File: src/rtl/cdc_flag_sched.sv
// Round-robin scheduler feeding one toggle-based flag-crossing channel, spacing flags >= GAP cycles.
// Optional CDC_FLAG_SCHED_ACK_EN: adds an ack input and holds the next flag until an ack returns.
module cdc_flag_sched #(
    parameter  int N   = 4,
    parameter  int GAP = 8,
    localparam int W   = $clog2(N)
) (
    input  logic         clk,
    input  logic         rst,
    input  logic [N-1:0] req,
`ifdef CDC_FLAG_SCHED_ACK_EN
    input  logic         ack,
`endif
    output logic         flag,
    output logic [W-1:0] grant_id,
    output logic         busy,
    output logic [N-1:0] pending,
    output logic [N-1:0] drop
);

    localparam int CW = (GAP > 2) ? $clog2(GAP) : 1;

    typedef enum logic [1:0] {
        S_IDLE     = 2'd0,
        S_ISSUE    = 2'd1,
        S_HOLD     = 2'd2
`ifdef CDC_FLAG_SCHED_ACK_EN
        ,S_WAIT_ACK = 2'd3
`endif
    } state_t;

    state_t         state_q, state_d;
    logic [CW-1:0]  cnt_q, cnt_d;
    logic [W-1:0]   last_q, last_d;
    logic [W-1:0]   grant_id_q, grant_id_d;
    logic [N-1:0]   pending_q, pending_d;
    logic [N-1:0]   drop_q, drop_d;
    logic           flag_q, flag_d;
    logic           busy_q, busy_d;
`ifdef CDC_FLAG_SCHED_ACK_EN
    logic           ack_seen_q, ack_seen_d;
`endif

    logic [W-1:0]   win;
    logic           found;
    logic [W-1:0]   idx;
    int             sum;
    logic           ack_ok;
    state_t         exit_state;
    logic           grant_now;
    logic [N-1:0]   clr;

    // Round-robin pick: first pending bit after the previous winner, wrapping modulo N.
    always_comb begin
        win   = last_q;
        found = 1'b0;
        idx   = '0;
        sum   = 0;
        for (int k = 1; k <= N; k++) begin
            sum = (int'(last_q) + k) % N;
            idx = W'(sum);
            if (!found && pending_q[idx]) begin
                found = 1'b1;
                win   = idx;
            end
        end
    end

    always_comb begin
`ifdef CDC_FLAG_SCHED_ACK_EN
        // A same-cycle ack counts so a WAIT_ACK release costs no extra cycle.
        ack_ok = ack_seen_q | ack;
`else
        ack_ok = 1'b1;
`endif
        exit_state = (|pending_q) ? S_ISSUE : S_IDLE;

        state_d = state_q;
        cnt_d   = cnt_q;
        case (state_q)
            S_IDLE: begin
                if (|pending_q) state_d = S_ISSUE;
            end
            S_ISSUE: begin
                cnt_d   = CW'(GAP - 1);
                state_d = S_HOLD;
            end
            S_HOLD: begin
                cnt_d = cnt_q - CW'(1);
                if (cnt_q == CW'(1)) begin
`ifdef CDC_FLAG_SCHED_ACK_EN
                    state_d = ack_ok ? exit_state : S_WAIT_ACK;
`else
                    state_d = exit_state;
`endif
                end
            end
`ifdef CDC_FLAG_SCHED_ACK_EN
            S_WAIT_ACK: begin
                if (ack_ok) state_d = exit_state;
            end
`endif
            default: state_d = S_IDLE;
        endcase

        // Grant bookkeeping happens on the edge entering ISSUE so every output is registered.
        grant_now  = (state_d == S_ISSUE);
        clr        = grant_now ? (N'(1) << win) : '0;
        pending_d  = (pending_q & ~clr) | req;
        drop_d     = req & pending_q & ~clr;
        grant_id_d = grant_now ? win : grant_id_q;
        last_d     = grant_now ? win : last_q;
        flag_d     = grant_now;
        busy_d     = (state_d != S_IDLE);
`ifdef CDC_FLAG_SCHED_ACK_EN
        ack_seen_d = (state_q == S_ISSUE) ? 1'b0 : (ack_seen_q | ack);
`endif
    end

    always_ff @(posedge clk or posedge rst) begin
        if (rst) begin
            state_q    <= S_IDLE;
            cnt_q      <= '0;
            last_q     <= W'(N - 1);
            grant_id_q <= '0;
            pending_q  <= '0;
            drop_q     <= '0;
            flag_q     <= 1'b0;
            busy_q     <= 1'b0;
`ifdef CDC_FLAG_SCHED_ACK_EN
            ack_seen_q <= 1'b0;
`endif
        end else begin
            state_q    <= state_d;
            cnt_q      <= cnt_d;
            last_q     <= last_d;
            grant_id_q <= grant_id_d;
            pending_q  <= pending_d;
            drop_q     <= drop_d;
            flag_q     <= flag_d;
            busy_q     <= busy_d;
`ifdef CDC_FLAG_SCHED_ACK_EN
            ack_seen_q <= ack_seen_d;
`endif
        end
    end

    assign flag     = flag_q;
    assign grant_id = grant_id_q;
    assign busy     = busy_q;
    assign pending  = pending_q;
    assign drop     = drop_q;

endmodule

File: config.mk
export PLATFORM = sky130hd
export DESIGN_NAME = cdc_flag_sched
export DESIGN_NICKNAME = d
export VERILOG_FILES = /design/src/rtl/cdc_flag_sched.sv
export SDC_FILE = /design/constraint.sdc
export NUM_CORES = 1
export LEC_CHECK = 0
export BUFFER_PORTS_ARGS = -buffer_cell sky130_fd_sc_hd__buf_2
export CORE_ASPECT_RATIO = 0.9
export CORE_MARGIN = 5
export CORE_UTILIZATION = 35
export CTS_CLUSTER_DIAMETER = 120
export DETAILED_ROUTE_END_ITERATION = 16
export SYNTH_ARGS = -nofsm -noshare
export SYNTH_HDL_FRONTEND = slang
export SYNTH_SLANG_ARGS = --single-unit
export TNS_END_PERCENT = 5
File: constraint.sdc
create_clock -name clk -period 2.4 [get_ports clk]
set_input_delay 0.48 -clock clk [delete_from_list [all_inputs] [get_ports clk]]
set_output_delay 0.48 -clock clk [all_outputs]
set_load 0.03 [all_outputs]
## Word-level counts from Yosys, hierarchy flattened

Index checks and enable logic that the tools add are counted.

| word-level totals | value |
|---|---|
| bits in latches | 0 |
| RAM bits | 0 |
| logic and storage cells | 58 |
| bits in registers | 19 |
| output and inout port bits | 12 |
| ROM bits | 0 |
| memories kept | 0 |

| cells by class | value |
|---|---|
| reduce and logical (&&, ||, !) cells | 10 |
| $mul | 0 |
| order comparisons | 4 |
| bitwise operators | 5 |
| divide/modulo/power cells | 0 |
| muxes and demuxes | 21 |
| $add $sub $neg | 5 |
| equality and inequality tests | 4 |
| shift operators | 1 |

Operators with widths:

| cell | number |
|---|---|
| $and 4x4->4 | 3 |
| $lt 2x3->1 const B | 4 |
| $mux 2 | 6 |
| $bmux 1 s2 | 4 |
| $mux 1 | 8 |
| $pmux 2 s3 | 1 |
| $pmux 3 s2 | 1 |
| $add 2x1->2 const B | 2 |
| $add 2x2->2 const B | 2 |
| $eq 2x1->1 const B | 2 |
| $mux 4 | 1 |
| $not 4->4 | 1 |
| $or 4x4->4 | 1 |
| $reduce_bool 2->1 | 2 |
| $reduce_or 4->1 | 1 |
| $shl 1x2->4 const A | 1 |
| $eq 3x1->1 const B | 1 |
| $logic_and 1x1->1 | 3 |
| $logic_not 1->1 | 3 |
| $sub 3x1->3 const B | 1 |
| $eq 2x2->1 const B | 1 |
| $logic_not 2->1 | 1 |

## Depth between registers and ports, before layout

| logic depth | value |
|---|---|
| depth in word-level cells | 18 |
| depth in mapped cells | 8 |
| mapped depth without buffers | 8 |

## Least setup slack after synthesis

No wires, ideal clock.

| path | value |
|---|---|
| kind | register to register |
| start | register state_q[0] |
| end | register drop_q[0] (netlist: drop[0]) |
| clock period less this slack | 1.908 ns |
| library setup time | 0.126 ns |
| arrival time | 1.783 ns |
| path buffers | 0 |
| stages on the path, launching flop included | 7 |
| path slack | 0.492 ns |
| cell sequence | dfrtp_1 inv_1 ha_1 inv_1 o41ai_4 nand2_2 o311a_1 |

| on the way | value |
|---|---|
| cells in the longest elaborated chain, start to end | 6 |
| elaborated cells on any way between the ends | 10 |
| classes of those cells | 3 x eq/ne; 4 x mux; 2 x bitwise; 1 x reduce/logical |

RTL lines:

| item | line | RTL |
|---|---|---|
| from (decl) | 32 | `state_t state_q, state_d;` |
| from (signal assigned) | 134 | `state_q <= state_d;` |
| $eq 2x2->1 (tied with other cells) | 80 | `case (state_q)` |
| $pmux 2 s3 * | 80 |  |
| net state_d[0] | 32 |  |
| $eq 2x1->1 * | 107 | `grant_now = (state_d == S_ISSUE);` |
| $mux 4 * | 108 | `clr = grant_now ? (N'(1) << win) : '0;` |
| $not 4->4 * | 110 | `drop_d = req & pending_q & ~clr;` |
| $and 4x4->4 * | 110 |  |
| net drop_d[0] | 37 | `logic [N-1:0] drop_q, drop_d;` |
| to (signal assigned) | 139 | `drop_q <= drop_d;` |
| to (decl) | 37 |  |

Mark *: on every way through the listed nets, which the timed path passes. The rest lies on a longest branch.
A chain may end at the register's enable or synchronous reset.

## Worst setup path after layout

| path | value |
|---|---|
| start | register state_q[0] |
| end | register drop_q[1] (netlist: drop[1]) |

The elaborated chain is that of the path after synthesis.

==> results_dict.tcl <==
set metrics [dict create \
    postCtsResizedCells 0 \
    p_clk_share_pct 9.1 \
    net-switching-power_w 0.0007992 \
    ys_ff_latch 19 \
    start_util_pct 35.71 \
    yosys.area.top_type_share_pct 44.44 \
    core_area_um2 2680 \
    drive_above_1_share_pct 28.18 \
    drtPass1Iterations 4 \
    layout.nets 123 \
    syn-num-nets 101 \
    crit_path_end_kind "flop" \
    hold_viol 0 \
    synth-edff-count 0 \
    finalCritPeriodShare_pct 89.22 \
    num_vias 741 \
    rr_endpoint "drop[1]" \
    placedCellCount 136 \
    max_cap_viol_count 0 \
    cts.path.max_buffers 2 \
    synthFlopType "dfrtp_1" \
    postRouteAntennaNets 0 \
    path_class "flop to flop" \
    die-area_um2 3882 \
    utilization_pct 41.41 \
    io_pins 18 \
    gr-total-overflow 0 \
    avgSynthCellArea_um2 10.75 \
    grt_max_degree 20 \
    critPathMaxFanout 10 \
    ir_drop_v 0.0006452 \
    drt_drc_violations_left 0 \
    clock_skew_ns 0.0008347 \
    cell_internal_pwr_w 0.0008776 \
    port_buffers 17 \
    h-tree-depth 1 \
    reg2reg_from "state_q[0]" \
    worst_slew_pin_slew_ns 0.7000 \
    grt_pass1_wl_um 3180 \
    fmax_mhz 467.0 \
    layout.cells.non_filler 140 \
    wl_per_cell_um 13.19 \
    cts_root_buf "clkbuf_4" \
    grt_pass1_vias 746 \
    clk_latency_ns 0.28 \
    swShare_pct 47.66 \
    track_usage_pct 10.84 \
    required_ns 2.57 \
    hp-class "primary input to asynchronous set/reset pin" \
    antenna_found_initial 0 \
    p_leak_nw 0.5150 \
    pwr-share-comb_pct 55.1 \
    layout_min_cycle_time_ns 2.141 \
    netlist_area_um2 957.2 \
    fp-row-count 18 \
    netlist_instances 89 \
    antenna_cells 0 \
    ys_types 31 \
    place_congestion 0.7528 \
    yosysWarnings 0 \
    reg2regPathDepth 6 \
    postCtsSetupBuffers 0 \
    crit_arrival_ns 2.32 \
    drt_iter0_drc 8 \
    rsz0062_at_grt "false" \
    cts_hold_buf 0 \
    dpl_cell_area_um2 1084 \
    routed_via_density 5.293 \
    syn_to_final_growth_pct 15.95 \
    ff2ff_setup_slack_ns 0.26 \
    dp_hpwl_um 1420 \
    cp-start-kind "flop" \
    drv_slew 0 \
    die_w_um 65.13 \
    yosysSeqAreaShare_pct 49.93 \
    cts.clk_slew.worst_paths_ns 0.10 \
    holdWs_ns 0.2890 \
    synthTopCellsByArea "dfrtp_1 (44%), ha_1 (7.8%), dfstp_2 (5.5%)" \
    cts.sinks 19 \
    setup_tns_ns 0 \
    synthArstFlopShare_pct 100.0 \
    setup_viol 0 \
    slew_headroom_pct 53.29 \
    wirelength_um 1847 \
    die_h_um 59.61 \
    status "complete, no violations" \
    cts_inserted_buffers 3 \
    cts_tree "yes" \
    pwr-share-seq_pct 35.8 \
    synth_area_leader_cell "dfrtp_1" \
    powerDensity_nw_per_um2 1511 \
    fin_area_um2 1110 \
]
-- how the worst max path moves through the flow --
stage,cells after the start,to,startpoint
detailed placement,6,drop[1],state_q[0]
CTS,6,drop[1],state_q[0]
floorplan,6,drop[0],state_q[0]
finish,6,drop[1],state_q[0]
global route,6,drop[1],state_q[0]
global placement,6,drop[0],state_q[0]
-- layer usage --
metal | vias up | global-route usage [%] | wire [um]
li1 | 358 | - | -
met3 | 2 | 2.277 | 64
met2 | 11 | 21.14 | 985
met5 | - | 0 | 0
met1 | 370 | 11.29 | 785
met4 | 0 | 4.438 | 12
-- cell usage in the layout, fill, tap and decap left out, drive strengths merged, types with 2 or more instances in the layout --
cell	instances
nand3	2
inv	8
a31oi	3
a2bb2oi	2
nor2b	2
a21o	2
buf	18
nand4	2
dfstp	2
and3	2
nand2b	4
clkbuf	4
a21oi	9
o311a	2
o21ai	2
nand2	2
nor2	9
dfrtp	17
ha	6
nor3	3
-- power by group through the flow --
| stage | combinational [W] | clock (W) | sequential (W) |
|---|---|---|---|
| after floorplan | 0.000531 | 0 | 0.000749 |
| after global placement | 0.000910 | 0 | 0.000595 |
| after detailed placement | 0.000930 | 0 | 0.000603 |
| after CTS | 0.000932 | 0.000163 | 0.000598 |
| after global routing | 0.00102 | 0.000178 | 0.000617 |
| final | 0.000924 | 0.000153 | 0.000600 |
-- per-stage QoR --
step,setup slack (ns),total power [W]
CTS,0.2236,0.001693
finish,0.2587,0.001677
global placement,0.3634,0.001505
global route,0.09918,0.001811
detailed placement,0.2474,0.001533
floorplan,0.4916,0.001280
-- registers in the layout, indices dropped and copies added (netlist names) --
signal / count
busy: 1
last_q: 2
state_q: 2
pending: 4
cnt_q: 3
flag: 1
drop: 4
grant_id: 2
-- synth_stat cells (all sizes together) (2+ instances only) --
cell type / number
dfrtp: 17
a31oi: 3
nand4: 2
a2bb2oi: 2
a21o: 2
and3: 2
o21ai: 2
nor2: 9
a21oi: 9
ha: 6
nor2b: 2
o311a: 2
dfstp: 2
inv: 8
nor3: 3
nand2b: 4
nand3: 2
nand2: 2
-- critical path, cell delays in order, from the launching register on --
cell	delay, ns
dfrtp_1	0.44
inv_1	0.12
ha_1	0.25
inv_1	0.09
o41ai_4	0.62
nand2_2	0.13
o311a_1	0.38
-- layout make-up --
cell class	count	area [um2]
Fill cell	269	1570
Timing Repair Buffer	18	92.59
Multi-Input combinational cell	61	445.4
Tap cell	30	37.54
Inverter	8	30.03
Clock buffer	4	26.28
Sequential cell	19	478.0
-- kinds of logic (layout without fill, tap and decap cells) --
group	Yosys count	count (layout)	share of synthesized area [%]
simple gates	31	31	18.82
flops	19	19	49.93
mux	1	1	1.046
fa+ha+maj	6	6	7.843
compound gates	23	23	18.82
buf+inv	9	30	3.529
No activity file was read; power rests on OpenSTA's default activity.
